<file path="src/rtl/multi_project_pkg.sv">
// Shared definitions for the project switch sequencer: register map, FSM states
// and the caravel pad count.
package multi_project_pkg;

  localparam int MPRJ_IO_PADS = 38;

  // Word index within the 16-byte register window (address bits [3:2]).
  localparam logic [1:0] REG_CTRL   = 2'd0;
  localparam logic [1:0] REG_OEB_LO = 2'd1;
  localparam logic [1:0] REG_OEB_HI = 2'd2;
  localparam logic [1:0] REG_COUNT  = 2'd3;

  typedef enum logic [2:0] {
    IDLE,
    ISOLATE,
    SWITCH,
    HOLD_RST,
    RELEASE
  } pss_state_e;

  function automatic int max_int(input int a, input int b);
    return (a > b) ? a : b;
  endfunction

endpackage

</file>
<file path="src/rtl/pss_wb_regs.sv">
// Wishbone slave for the switch sequencer: window decode, single-cycle ack,
// CTRL target/err, staged pad output enables and the completed-switch counter.
module pss_wb_regs
  import multi_project_pkg::*;
#(
  parameter int          NUM_PROJECTS = 6,
  parameter int          IO_PADS      = MPRJ_IO_PADS,
  parameter logic [31:0] BASE_ADDR    = 32'h3000_0600
) (
  input  logic               clk_i,
  input  logic               rst_i,
  input  logic               wbs_stb_i,
  input  logic               wbs_cyc_i,
  input  logic               wbs_we_i,
  input  logic [3:0]         wbs_sel_i,
  input  logic [31:0]        wbs_adr_i,
  input  logic [31:0]        wbs_dat_i,
  output logic               wbs_ack_o,
  output logic [31:0]        wbs_dat_o,
  input  logic               busy_i,
  input  logic [7:0]         active_i,
  input  logic               count_inc_i,
  output logic               start_o,
  output logic [7:0]         target_o,
  output logic [IO_PADS-1:0] oeb_o
);

  localparam int HI_W = IO_PADS - 32;

  logic               ack_q, ack_d;
  logic [31:0]        dat_q, dat_d;
  logic [7:0]         target_q, target_d;
  logic               err_q, err_d;
  logic [IO_PADS-1:0] oeb_q, oeb_d;
  logic [15:0]        count_q, count_d;
  logic [31:0]        rdata;
  logic [1:0]         reg_idx;
  logic               accept, ctrl_wr, oeb_wr, bad_target;

  assign reg_idx    = wbs_adr_i[3:2];
  // A new cycle is only accepted once the previous ack has dropped.
  assign accept     = wbs_cyc_i & wbs_stb_i & ~ack_q & (wbs_adr_i[31:4] == BASE_ADDR[31:4]);
  assign ctrl_wr    = accept & wbs_we_i & (reg_idx == REG_CTRL) & wbs_sel_i[0];
  assign oeb_wr     = accept & wbs_we_i & (wbs_sel_i == 4'hF);
  assign bad_target = wbs_dat_i[7:0] >= 8'(NUM_PROJECTS);
  assign start_o    = ctrl_wr & ~busy_i & ~bad_target;

  always_comb begin
    rdata = '0;
    case (reg_idx)
      REG_CTRL:   rdata = {14'd0, err_q, busy_i, target_q, active_i};
      REG_OEB_LO: rdata = oeb_q[31:0];
      REG_OEB_HI: rdata[HI_W-1:0] = oeb_q[IO_PADS-1:32];
      REG_COUNT:  rdata = {16'd0, count_q};
    endcase
  end

  always_comb begin
    ack_d    = accept;
    dat_d    = (accept & ~wbs_we_i) ? rdata : '0;
    target_d = start_o ? wbs_dat_i[7:0] : target_q;
    err_d    = ctrl_wr ? ~start_o : err_q;
    oeb_d    = oeb_q;
    if (oeb_wr && reg_idx == REG_OEB_LO) oeb_d[31:0] = wbs_dat_i;
    if (oeb_wr && reg_idx == REG_OEB_HI) oeb_d[IO_PADS-1:32] = wbs_dat_i[HI_W-1:0];
    count_d  = count_inc_i ? count_q + 16'd1 : count_q;
  end

  always_ff @(posedge clk_i or posedge rst_i) begin
    if (rst_i) begin
      ack_q    <= 1'b0;
      dat_q    <= '0;
      target_q <= '0;
      err_q    <= 1'b0;
      oeb_q    <= '1;
      count_q  <= '0;
    end else begin
      ack_q    <= ack_d;
      dat_q    <= dat_d;
      target_q <= target_d;
      err_q    <= err_d;
      oeb_q    <= oeb_d;
      count_q  <= count_d;
    end
  end

  assign wbs_ack_o = ack_q;
  assign wbs_dat_o = dat_q;
  assign target_o  = target_q;
  assign oeb_o     = oeb_q;

endmodule

</file>
<file path="src/rtl/project_switch_sequencer.sv">
// Hands the shared IO pads from one user project to another: isolate pads,
// change mux select, hold the new project in reset, then apply its staged oeb.
//
//  state    | meaning
//  IDLE     | active project running, staged oeb on the pads
//  ISOLATE  | pads input-only, all projects in reset, guard timer running
//  SWITCH   | mux select takes the new target (one cycle)
//  HOLD_RST | new project held in reset, reset timer running
//  RELEASE  | last cycle of the sequence; completed switch counted
module project_switch_sequencer
  import multi_project_pkg::*;
#(
  parameter int          NUM_PROJECTS = 6,
  parameter int          IO_PADS      = MPRJ_IO_PADS,
  parameter logic [31:0] BASE_ADDR    = 32'h3000_0600,
  parameter int          GUARD_CYCLES = 16,
  parameter int          RESET_CYCLES = 32
) (
  input  logic                    wb_clk_i,
  input  logic                    wb_rst_i,
  input  logic                    wbs_stb_i,
  input  logic                    wbs_cyc_i,
  input  logic                    wbs_we_i,
  input  logic [3:0]              wbs_sel_i,
  input  logic [31:0]             wbs_adr_i,
  input  logic [31:0]             wbs_dat_i,
  output logic                    wbs_ack_o,
  output logic [31:0]             wbs_dat_o,
  output logic [7:0]              active_project_o,
  output logic [NUM_PROJECTS-1:0] project_reset_o,
  output logic [IO_PADS-1:0]      io_oeb_o,
  output logic                    busy_o
);

  localparam int CW = $clog2(max_int(GUARD_CYCLES, RESET_CYCLES) + 1);

  pss_state_e         state_q, state_d;
  logic [CW-1:0]      cnt_q, cnt_d;
  logic [7:0]         active_q, active_d;
  logic               seq_q, seq_d;
  logic               start, count_inc;
  logic [7:0]         target;
  logic [IO_PADS-1:0] staged_oeb;

  pss_wb_regs #(
    .NUM_PROJECTS(NUM_PROJECTS),
    .IO_PADS     (IO_PADS),
    .BASE_ADDR   (BASE_ADDR)
  ) u_regs (
    .clk_i      (wb_clk_i),
    .rst_i      (wb_rst_i),
    .wbs_stb_i  (wbs_stb_i),
    .wbs_cyc_i  (wbs_cyc_i),
    .wbs_we_i   (wbs_we_i),
    .wbs_sel_i  (wbs_sel_i),
    .wbs_adr_i  (wbs_adr_i),
    .wbs_dat_i  (wbs_dat_i),
    .wbs_ack_o  (wbs_ack_o),
    .wbs_dat_o  (wbs_dat_o),
    .busy_i     (busy_o),
    .active_i   (active_q),
    .count_inc_i(count_inc),
    .start_o    (start),
    .target_o   (target),
    .oeb_o      (staged_oeb)
  );

  // The post-reset bring-up also passes through RELEASE but is not a requested switch.
  assign count_inc = (state_q == RELEASE) & seq_q;

  always_comb begin
    state_d  = state_q;
    cnt_d    = cnt_q;
    active_d = active_q;
    seq_d    = seq_q;
    case (state_q)
      IDLE: begin
        if (start) begin
          state_d = ISOLATE;
          cnt_d   = CW'(GUARD_CYCLES);
          seq_d   = 1'b1;
        end
      end
      ISOLATE: begin
        if (cnt_q == CW'(1)) state_d = SWITCH;
        else                 cnt_d   = cnt_q - CW'(1);
      end
      SWITCH: begin
        active_d = target;
        cnt_d    = CW'(RESET_CYCLES);
        state_d  = HOLD_RST;
      end
      HOLD_RST: begin
        if (cnt_q == CW'(1)) state_d = RELEASE;
        else                 cnt_d   = cnt_q - CW'(1);
      end
      RELEASE: begin
        seq_d   = 1'b0;
        state_d = IDLE;
      end
      default: state_d = HOLD_RST;
    endcase
  end

  always_ff @(posedge wb_clk_i or posedge wb_rst_i) begin
    if (wb_rst_i) begin
      state_q  <= HOLD_RST;
      cnt_q    <= CW'(RESET_CYCLES);
      active_q <= '0;
      seq_q    <= 1'b0;
    end else begin
      state_q  <= state_d;
      cnt_q    <= cnt_d;
      active_q <= active_d;
      seq_q    <= seq_d;
    end
  end

  assign busy_o           = (state_q != IDLE);
  assign active_project_o = active_q;
  assign io_oeb_o         = busy_o ? '1 : staged_oeb;
  assign project_reset_o  = busy_o ? '1 : ~(NUM_PROJECTS'(1) << active_q);

endmodule

</file>
<file path="config.mk">
export PLATFORM = sky130hd
export DESIGN_NAME = project_switch_sequencer
export DESIGN_NICKNAME = d
export VERILOG_FILES = /design/src/rtl/multi_project_pkg.sv /design/src/rtl/pss_wb_regs.sv /design/src/rtl/project_switch_sequencer.sv
export SDC_FILE = /design/constraint.sdc
export NUM_CORES = 1
export LEC_CHECK = 0
export ABC_CLOCK_PERIOD_IN_PS = 5500
export CORE_MARGIN = 2
export CORE_UTILIZATION = 51
export DETAILED_ROUTE_END_ITERATION = 10
export GPL_TIMING_DRIVEN = 1
export PLACE_DENSITY = 0.95
export SETUP_SLACK_MARGIN = 0.02
export SYNTH_ARGS = -nofsm -noshare
export SYNTH_HDL_FRONTEND = slang
export SYNTH_SLANG_ARGS = --single-unit
</file>
<file path="constraint.sdc">
create_clock -name wb_clk_i -period 5.5 [get_ports wb_clk_i]
set_input_delay 0.825 -clock wb_clk_i [delete_from_list [all_inputs] [get_ports wb_clk_i]]
set_output_delay 0.825 -clock wb_clk_i [all_outputs]
set_load 0.01 [all_outputs]
</file>
# == Word-level counts from Yosys, hierarchy flattened ==
# Index checks and enable logic that the tools add are counted.
# word_totals
inputBits,73
out_inout_bits,86
register_bits,114
# op_classes
n_bitwise,17
n_shift,1
n_lt_le_gt_ge,1
muxes,14
reduce_logical,11
n_eq_ne,14
add_sub_neg,2
# op_table
op,n
26-bit one-hot mux with 3 select lines,1
38-bit two-way mux,1
32-bit two-way mux,1
28-bit by 26-bit == test with 1-bit output (second input constant),1
6-bit one-hot mux with 4 select lines,1
6-bit two-way mux,3
6-bit one-hot mux with 3 select lines,1
16-bit by 1-bit adder with 16-bit output (second input constant),1
3-bit one-hot mux with 4 select lines,1
1-bit bitwise AND,11
3-bit two-way mux,3
8-bit by 3-bit >= comparator with 1-bit output (second input constant),1
1-bit by 8-bit left shift with 6-bit output (first input constant),1
3-bit by 2-bit == test with 1-bit output (second input constant),2
6-bit by 1-bit == test with 1-bit output (second input constant),1
2-bit inequality test (second input constant),3
6-bit NOT,1
3-bit AND reduction,2
3-bit nonzero test,2
6-bit by 1-bit subtractor with 6-bit output (second input constant),1
1-bit NOT,5
2-bit == test (second input constant),2
4-bit == test (second input constant),1
3-bit by 1-bit == test with 1-bit output (second input constant),1
11 further kinds,12

# == Depth between registers and ports, before layout ==
# Gate-level depths: netlist of the first run.
# logic_depth
depth_word,10
mapped_depth,7
ltp_nobuf,7

# == Modules after synthesis ==
# From an unflattened synthesis of the first run, not the netlist that was laid out.
# unflattened
cells_unflattened,430
hier_area_um2,5535.3
# modules_own_cells
module,seq_area_each_um2,cells_per_inst,n_inst,area_each_um2
pss_wb_regs,2449.8,297,1,4296.6
project_switch_sequencer,454.2,133,1,1238.7

# == Worst setup path before layout of the first run ==
# No wires, ideal clock.
# synth_path
path_type,input port to flip-flop
startpoint,input port wbs_adr_i[13]
endpoint,register u_regs.oeb_q[20] (netlist: u_regs.oeb_o[20])
slack_ps,2952
path_stages,6
setup_ps,82
arrival_time_ps,2465
cell_sequence,nor4_1 nand4_1 or2_4 nor4_4 buf_6 mux2_2
# synth_via
elab_chain_len,5
# synth_lines
element,line_no,source
"start, declared",project_switch_sequencer.sv:25,"input logic [31:0] wbs_adr_i,"
28-bit by 26-bit == test with 1-bit output,pss_wb_regs.sv:42,assign accept = wbs_cyc_i & wbs_stb_i & ~ack_q & (wbs_adr_i[31:4] == BASE_ADDR[31:4]);
1-bit bitwise AND,pss_wb_regs.sv:42,
1-bit bitwise AND (2 in series),pss_wb_regs.sv:44,assign oeb_wr = accept & wbs_we_i & (wbs_sel_i == 4'hF);
1-bit logical AND,pss_wb_regs.sv:64,if (oeb_wr && reg_idx == REG_OEB_LO) oeb_d[31:0] = wbs_dat_i;
"end signal, assigned",pss_wb_regs.sv:75,oeb_q <= '1;
"end signal, assigned",pss_wb_regs.sv:82,oeb_q <= oeb_d;
"end, declared",pss_wb_regs.sv:34,"logic [IO_PADS-1:0] oeb_q, oeb_d;"
# No other way between the ends.
# A chain may end at the register's enable or synchronous reset.

# == Final worst setup path of the first run ==
# layout_path
startpoint,register state_q[2]
endpoint,output port project_reset_o[2]
# layout_via
elab_chain_len,2
# layout_lines
element,line_no,source
"start, declared",project_switch_sequencer.sv:37,"pss_state_e state_q, state_d;"
"start signal, assigned",project_switch_sequencer.sv:112,state_q <= state_d;
3-bit nonzero test,project_switch_sequencer.sv:119,assign busy_o = (state_q != IDLE);
6-bit two-way mux,project_switch_sequencer.sv:122,assign project_reset_o = busy_o ? '1 : ~(NUM_PROJECTS'(1) << active_q);
"end, declared",project_switch_sequencer.sv:30,"output logic [NUM_PROJECTS-1:0] project_reset_o,"
# No other way between the ends.

==> results of run 1 <==
## worst max-delay path, cell delays in order (launching register included)
cell and delay (ns):
sky130_fd_sc_hd__dfrtp_1 0.51, sky130_fd_sc_hd__nor3_2 0.30, sky130_fd_sc_hd__buf_4 0.33, sky130_fd_sc_hd__nand3_1 0.19
sky130_fd_sc_hd__nor3b_1 0.33, sky130_fd_sc_hd__nand2b_1 0.10, sky130_fd_sc_hd__clkdlybuf4s50_1 0.48
## synth_stat cells (2+ instances only)
master | count | area share, %
sky130_fd_sc_hd__dfrtp_1 | 73 | 35
sky130_fd_sc_hd__mux2_2 | 47 | 10
sky130_fd_sc_hd__nand2b_1 | 45 | 5.4
sky130_fd_sc_hd__dfstp_2 | 41 | 21
sky130_fd_sc_hd__nor2_1 | 33 | 2.4
sky130_fd_sc_hd__and2_1 | 21 | 2.5
sky130_fd_sc_hd__a21oi_1 | 15 | 1.4
sky130_fd_sc_hd__nand2_1 | 14 | 1.0
sky130_fd_sc_hd__clkbuf_1 | 12 | 0.87
sky130_fd_sc_hd__mux2i_1 | 11 | 2.1
sky130_fd_sc_hd__nand3_1 | 8 | 0.77
sky130_fd_sc_hd__nor2b_1 | 8 | 0.96
sky130_fd_sc_hd__nor3_1 | 8 | 0.77
sky130_fd_sc_hd__nor4_1 | 8 | 0.96
sky130_fd_sc_hd__xnor2_1 | 8 | 1.3
sky130_fd_sc_hd__inv_1 | 7 | 0.51
sky130_fd_sc_hd__xor2_1 | 7 | 1.2
sky130_fd_sc_hd__mux4_2 | 6 | 2.6
sky130_fd_sc_hd__nand4_1 | 6 | 0.72
sky130_fd_sc_hd__mux2_1 | 4 | 0.87
sky130_fd_sc_hd__and3_1 | 3 | 0.36
sky130_fd_sc_hd__buf_1 | 3 | 0.22
sky130_fd_sc_hd__buf_2 | 3 | 0.29
sky130_fd_sc_hd__buf_6 | 3 | 0.65
sky130_fd_sc_hd__ha_1 | 3 | 0.72
sky130_fd_sc_hd__nor4bb_1 | 3 | 0.58
sky130_fd_sc_hd__o21ai_0 | 3 | 0.29
sky130_fd_sc_hd__o31ai_1 | 3 | 0.43
sky130_fd_sc_hd__a31o_2 | 2 | 0.34
sky130_fd_sc_hd__nor4_4 | 2 | 0.82
sky130_fd_sc_hd__or3_1 | 2 | 0.24
## cell type report
| class | instances | area, µm² | share of cell area, % |
|---|---|---|---|
| Clock buffer | 19 | 422 | 5.64 |
| Timing Repair Buffer | 161 | 1600 | 21.4 |
| Inverter | 7 | 28.8 | 0.385 |
| Clock inverter | 13 | 186 | 2.49 |
| Multi-Input combinational cell | 286 | 2170 | 29.0 |
| Tap cell | 133 | 166 | 2.23 |
| Sequential cell | 114 | 2900 | 38.9 |
## layer usage
metal  share of wire (%)  up-vias  global-route usage, %
met5                   0        -                      0
met4                 2.8        0                   14.5
met3                 8.2       48                   9.05
met2                  53      276                   50.3
met1                  36     2171                   31.9
li1                    -     1797                      -
## cells in the final DEF, fill, tap and decap left out, types with 4 or more instances in the layout
cell type | netlist | layout
sky130_fd_sc_hd__buf_4 | 0 | 5
sky130_fd_sc_hd__inv_1 | 7 | 6
sky130_fd_sc_hd__dfrtp_1 | 73 | 73
sky130_fd_sc_hd__mux2_2 | 47 | 47
sky130_fd_sc_hd__mux2i_1 | 11 | 11
sky130_fd_sc_hd__clkdlybuf4s50_1 | 0 | 156
sky130_fd_sc_hd__nand2b_1 | 45 | 45
sky130_fd_sc_hd__a21oi_1 | 15 | 15
sky130_fd_sc_hd__nand4_1 | 6 | 6
sky130_fd_sc_hd__and2_1 | 21 | 21
sky130_fd_sc_hd__bufinv_16 | 0 | 4
sky130_fd_sc_hd__clkinvlp_4 | 0 | 4
sky130_fd_sc_hd__xor2_1 | 7 | 7
sky130_fd_sc_hd__mux4_2 | 6 | 6
sky130_fd_sc_hd__nor4_1 | 8 | 8
sky130_fd_sc_hd__nor2_1 | 33 | 33
sky130_fd_sc_hd__nor2b_1 | 8 | 8
sky130_fd_sc_hd__nand3_1 | 8 | 8
sky130_fd_sc_hd__clkbuf_16 | 0 | 16
sky130_fd_sc_hd__nand2_1 | 14 | 14
sky130_fd_sc_hd__dfstp_2 | 41 | 41
sky130_fd_sc_hd__xnor2_1 | 8 | 8
sky130_fd_sc_hd__mux2_1 | 4 | 4
sky130_fd_sc_hd__nor3_1 | 8 | 7
## power by group through the flow
stage / Sequential (W) / Combinational [W] / Clock (W)
floorplan: 0.000854 / 0.0000262 / 0
global placement: 0.000854 / 0.0000858 / 0
detailed placement: 0.000854 / 0.0000876 / 0
CTS: 0.000841 / 0.0000897 / 0.00113
global route: 0.000841 / 0.0000954 / 0.00117
finish: 0.000841 / 0.0000890 / 0.00113
## final timing paths
path / end / cells past startpoint / from
min in group asynchronous: u_regs.wbs_dat_o[15] / 2 / wb_rst_i
setup reg to reg: u_regs.oeb_o[19] / 6 / u_regs.wbs_ack_o
max in group asynchronous: u_regs.oeb_o[33] / 3 / wb_rst_i
hold reg to reg: seq_q / 2 / seq_q
hold / removal: seq_q / 2 / seq_q
setup / recovery: project_reset_o[2] / 6 / state_q[2]
## flip-flops by register name (all words and copies together) (netlist names)
register,flops
active_project_o,8
cnt_q,6
seq_q,1
state_q,3
u_regs.count_q,16
u_regs.err_q,1
u_regs.oeb_o,38
u_regs.target_o,8
u_regs.wbs_ack_o,1
u_regs.wbs_dat_o,32
## stage by stage
| stage | setup slack (ns) | utilization, % | hold WS, ns | area (µm²) | total power [W] |
|---|---|---|---|---|---|
| 6_report | 1.91 | 76.1 | 0.482 | 7470 | 0.00206 |
| 5_1_grt | 1.78 | 76.1 | 0.516 | 7470 | 0.00211 |
| 4_1_cts | 1.93 | 76.1 | 0.481 | 7470 | 0.00206 |
| 3_5_place_dp | 1.64 | 69.9 | 0.458 | 6870 | 0.000942 |
| 3_3_place_gp | 1.71 | 69.9 | 0.454 | 6870 | 0.000940 |
| 2_1_floorplan | 1.73 | - | 0.438 | 5200 | 0.000881 |
## logic make-up (layout without fill, tap and decap cells)
family,after synthesis,after routing,share of synthesized area (%)
and+or+nand+nor,168,168,18.7
DFF,114,114,55.9
muxes,68,68,15.8
AOI/OAI and AO/OA,32,32,3.90
buffers and inverters,28,200,2.53
xor gates and xnor gates,15,15,2.53
adders and majority gates,3,3,0.722
==> reports/results.txt, run 1 <==
The run finished with clean final reports. Setup repair after global routing left no endpoint under its margin. Data on the critical path arrives at its endpoint at 2.77 ns.

For this run, the leading register cell type out of synthesis is sky130_fd_sc_hd__dfrtp_1. 159 I/O pins were placed. The first global-routing pass estimated 24,400 µm of wire. Of all flip-flops after synthesis, the portion carrying an async set or reset was 100%. The tools report the routability-driven placement congestion ratio as 0.802. For the finished layout, the period the worst path requires is 3.59 ns. Clock-pin slew was measured on the worst setup and hold paths at 0.05 ns.

Per report_power, the sequential group accounts for 40.9% of the total. From left edge to right edge, the die measures 105 µm. Buffers inserted to repair hold after CTS numbered 0. Cells with a size suffix above 1 make up 22.8% of the layout. Before antenna repair, the detailed router went through 5 iterations.

The global-route usage over all layers came out at 29.0%. The count of warnings emitted by yosys is 0, and the number of port buffers is 156. The filler cells instantiated in the layout total 551.

The number of levels in the clock H-tree was 4. The number of different library cells used by synthesis comes to 47. The final worst clock skew is 0.00852 ns.

The initial utilization of the core area, before any placement, comes to 52.9%. The tools report the count of placed standard cells in the final layout, fillers left out as 733. Dividing the detail-routed via count by the number of cells gives 5.86. For this block, the routed nets add up to 15,300 µm of wire.

The internal portion of the total power is 0.00163 W. VDD sags by at most 0.205 mV. The tree built by TritonCTS fans out to 114 sinks. A synthesized cell averages 12.1 µm². The clock insertion delay at the later pin of the skew report was 0.53 ns. The worst setup path is of the reg -> out kind.

The root buffer cell chosen for the clock tree is sky130_fd_sc_hd__clkbuf_8. The total number of vias is 4,292, and the maximum buffer depth of the clock tree is 2. Worst hold-check path type: reg -> reg. The logs give 4.3% for the combinational cell fraction of total power and 278 MHz for the highest clock frequency the design can meet. Worst slew margin relative to its limit: 30.1%.

Power spread over the standard cell area amounts to 275 nW/µm². The die covers 11,000 µm². 0 antenna diodes ended up in the layout.

The required time at the endpoint of the critical path was 4.68 ns; the post-synthesis sequential area ratio was 55.9%. After legalization and detailed placement, the total HPWL measured 9780 µm. For the core footprint, the log shows 9820 µm². For this run, the post-layout net count is 663.

The tools report the kind of capture point of the worst setup path as an output port. The worst-case register-to-register setup slack was 2.50 ns; the initial antenna violation count was 0. Along the worst path, the maximum fanout reaches 22.

In this run, the number of DRC markers left after iteration 0 of detailed routing was 373. The clock buffer count from CTS was 17; the global-route congestion overflow total was 0. From synthesis to final layout, the design area changed by 43.8%. After floorplanning, the core was divided into 36 placement rows. The logs give 78 for the maximum number of pins on one net before global-route repair and 0 for the number of max-cap violations. The synthesized net count is 504, and the wire length per cell after detailed routing is 20.9 µm.

The transition time at the pin with the least slew margin was 1.03 ns; the number of flops mapped to enable cells by yosys was 0. Measured along the y axis, the die boundary spans 105 µm. STA classifies the critical path startpoint as a flop.

In the final timing run, aggregate negative setup slack is 0 ns. For the number of cells upsized or downsized after cts, the log shows 0. The run gives 5200 µm² as the netlist area before placement.

The tools report the number of global-route vias before repair as 4,625. The switching fraction of total power is 20.9%, and the clock group share of total power is 54.8%. TritonCTS built the clock tree. In this run the power spent charging and discharging nets is 0.000430 W.

The share of the clock period used by the worst path after layout was 65.3%; the count of buffers added by post-CTS timing repair for setup was 0. Counting every instance in the synthesized netlist gives 428. The logs give 0 for the hold violation total from the final report and 0 for the count of unresolved DRC violations after routing. Reported leakage power: 3.17 nW.

The number of register bits inferred by synthesis is 114. In this run, placement finished with an instance count of 701. The run gives 0 as the number of routed nets with antenna violations.

Setup violations remaining at the end of the flow were counted as 0. For the max-slew violation count, the log shows 0.
(Power assumes the default switching activity.)
==> run 2, diff against run 1 <==
--- a/config.mk
+++ b/config.mk
@@ -5,12 +5,12 @@
 export SDC_FILE = /design/constraint.sdc
 export NUM_CORES = 1
 export LEC_CHECK = 0
-export ABC_CLOCK_PERIOD_IN_PS = 5500
+export ABC_CLOCK_PERIOD_IN_PS = 2900
 export CORE_MARGIN = 2
-export CORE_UTILIZATION = 51
+export CORE_UTILIZATION = 43
 export DETAILED_ROUTE_END_ITERATION = 10
 export GPL_TIMING_DRIVEN = 1
-export PLACE_DENSITY = 0.95
+export PLACE_DENSITY = 0.87
 export SETUP_SLACK_MARGIN = 0.02
 export SYNTH_ARGS = -nofsm -noshare
 export SYNTH_HDL_FRONTEND = slang
==> constraint.sdc (replaced) <==
create_clock -name wb_clk_i -period 2.9 [get_ports wb_clk_i]
set_input_delay 0.435 -clock wb_clk_i [delete_from_list [all_inputs] [get_ports wb_clk_i]]
set_output_delay 0.435 -clock wb_clk_i [all_outputs]
set_load 0.01 [all_outputs]
==> reports/results.txt, run 2 (synthesis results as in run 1) <==
Measured along the y axis, the die boundary spans 114 µm. The run gives 0 as the number of max-cap violations. The run finished with clean final reports.

The final worst clock skew is 0.00876 ns. The logs give 0 for the number of inserted diodes and 54.9% for the worst slew margin relative to its limit. Setup repair after global routing left no endpoint under its margin. After detailed placement, the design holds a cell count of 723. The clock network accounts for 55.6% of the total power.

The width of the die is 114 µm. The number of buffers inserted for hold repair after clock tree synthesis was 0; the row count was 40. Adding up every negative setup slack in the final design gives 0 ns.

The run gives 43.6% as the initial core utilization. The most frequent standard cell in the layout excluding fill and tap cells is sky130_fd_sc_hd__clkdlybuf4s50_1. Of the cells placed in the final design, the portion with a size suffix greater than 1 is 24.0%. The tools report the global-route congestion overflow total as 0. Clock latency on the worst-skew pair, taken at its later pin, is 0.42 ns. Of the total power, the share spent switching nets is 19.7%. The post-placement cell area was 6970 µm²; the depth of the worst register-to-register path was 6. The layout has 868 filler cells. For this run, design rule violations remaining after detail routing come to 0.

For the pin with the worst max-slew slack, the measured transition is 0.671 ns. The tools report the share of power burned in registers as 40.1%. In this run the static leakage power is 3.24 nW.

Leaving out filler cells and counting taps, the final layout contains 755. The peak per-stage delay on the critical path works out to 0.53 ns. The logs give 9800 µm for the half-perimeter wire length after detailed placement and 0 for the max-slew violation count.

The area growth from synthesis to layout is 46.4%. The flip-flop count of the largest register, all copies and words added is 38. The detailed router finished its first iteration with 253 violations. Worst hold-check path type: reg -> reg. The core region is 11,900 µm².

Counting I/O delays and the setup requirement, the final critical path takes 2.76 ns. The internal power summed over all cells is 0.00319 W, and the net count of the finished layout is 671. The initial antenna violation count is 0. Setup violations remaining at the end of the flow were counted as 0. The total number of vias came out at 4,070.

In this run the power density over the cells is 522 nW/µm². The clock tree synthesis step divided the H-tree into 4 levels. In this run the tool buffered the top-level ports with 156 buffer cells.

In the post-route analysis, the smallest setup slack over all paths is 0.144 ns. The cell with the biggest individual delay on the critical path was sky130_fd_sc_hd__dfrtp_1. The run gives 13,800 µm as the aggregate routed wire length. The cell sitting at the root of the clock tree is a sky130_fd_sc_hd__clkbuf_16.

The critical path is of the reg -> out type. The detail-routed via count per cell is 5.39, and the global-route usage over all layers is 21.8%. Global-route wire length before repair: 21,500 µm.

The clock passes through at most 2 buffers. The hold violation total from the final report was 0. The run gives 4,180 as the number of global-route vias before repair.

At the worst endpoint, the required time is 2.47 ns. The final design utilization was 63.9%; the worst endpoint data arrival time was 2.32 ns. The clock net in this run drives a total of 114 sinks. TritonCTS built the clock tree. At the end of routability-driven placement, the weighted congestion stood at 0.818. The run gives 17 as the clock buffer count from CTS. STA classifies the critical path startpoint as a flop.

The worst-case setup slack after placement was 0.0854 ns. The hold path depth came out at 1. The share of the clock period used by the worst path after layout was 95.0%; the clock transition at the registers of the reported paths was 0.06 ns.

Entering global routing, the biggest net connects 115 pins. STA classifies the critical path endpoint as an output port. The combinational cell fraction of total power was 4.2%; the length of the first detailed-routing pass in iterations was 5.

The floorplan step defined a die boundary enclosing 13,000 µm². Dividing the detail-routed wire length by the instance count gives 18.3 µm. The logs give 7610 µm² for the finished layout cell area and 0.448 mV for the worst-case vdd ir drop.

Of all nets on the critical path, the largest fanout is 10. Based on the critical path, the design can be clocked at up to 363 MHz. During I/O placement, the number of pins put on the boundary was 159.

The count of nets left with antenna violations once routing finished came out at 0. The library cells used most frequently in the layout, excluding fill and tap cells, are 156 x sky130_fd_sc_hd__clkdlybuf4s50_1, 73 x sky130_fd_sc_hd__dfrtp_1, 47 x sky130_fd_sc_hd__mux2_2. The critical path goes through nor3_4 > nand3_1 > nor3b_1 > nand2b_1 > clkdlybuf4s50_1.

The switching power was 0.000785 W.
[run 2: cell types whose count changed in the layout (fill, tap and decap cells not counted), sizes merged]
| cell | change |
|---|---|
| buf | +8 |
| clkinv | -1 |
| clkbuf | +3 |
| inv | -1 |
| clkinvlp | -1 |
[run 2: area by class of cell]
class	instances	area, µm²	area share [%]
clock buffer	22	474	6.23
multi-input combinational	286	2180	28.6
tap	147	184	2.42
sequential	114	2900	38.2
timing repair buffer	169	1680	22.1
clock inverter	10	155	2.04
inverter	7	30.0	0.395
[run 2: through the flow]
stage | hold slack, ns | power (W)
after CTS | 0.483 | 0.00400
after floorplan | 0.438 | 0.00167
after global placement | 0.451 | 0.00179
after global routing | 0.515 | 0.00408
final | 0.476 | 0.00398
after detailed placement | 0.473 | 0.00179
[run 2: metal layers]
metal / global-route usage [%] / routed length [µm] / vias to the layer above
li1: - / - / 1819
met1: 24.6 / 5150 / 2034
met4: 9.27 / 357 / 0
met3: 7.44 / 1100 / 30
met5: 0 / 0 / -
met2: 37.5 / 7220 / 187
[run 2: worst max-delay path: cells and delay by family (launching register included)]
| kind | cells | cell delay [ns] |
|---|---|---|
| simple gates | 4 | 0.87 |
| flops | 1 | 0.53 |
| buf+inv | 1 | 0.51 |
[run 2: path summary, 6_finish.rpt]
path / start / endpoint / slack [ns]
setup / recovery: state_q[2] / project_reset_o[2] / 0.14
hold / removal: u_regs.count_q[15] / u_regs.count_q[15] / 0.48
setup reg to reg: state_q[2] / u_regs.count_q[15] / 0.57
hold reg to reg: u_regs.count_q[15] / u_regs.count_q[15] / 0.48
max in group asynchronous: wb_rst_i / u_regs.err_q / 1.87
min in group asynchronous: wb_rst_i / u_regs.wbs_dat_o[15] / 0.50
[run 2: timing repair]
action	in CTS	in global routing
resized for setup	0	2
setup endpoints to repair	0	3
buffers inserted	0	0
[run 2: power by group through the flow]
stage | Combinational [W] | Clock [W] | Sequential [W]
floorplan | 0.0000501 | 0 | 0.00162
global placement | 0.000166 | 0 | 0.00162
detailed placement | 0.000170 | 0 | 0.00162
CTS | 0.000170 | 0.00223 | 0.00160
global route | 0.000180 | 0.00231 | 0.00159
finish | 0.000168 | 0.00221 | 0.00160
==> run 3, diff against run 2 <==
--- a/config.mk
+++ b/config.mk
@@ -12,6 +12,7 @@
 export GPL_TIMING_DRIVEN = 1
 export PLACE_DENSITY = 0.87
 export SETUP_SLACK_MARGIN = 0.02
+export SKIP_LAST_GASP = 1
 export SYNTH_ARGS = -nofsm -noshare
 export SYNTH_HDL_FRONTEND = slang
 export SYNTH_SLANG_ARGS = --single-unit
==> results of run 3 <==
Same layout as run 2: the final DEF is identical, and so are final timing and power.
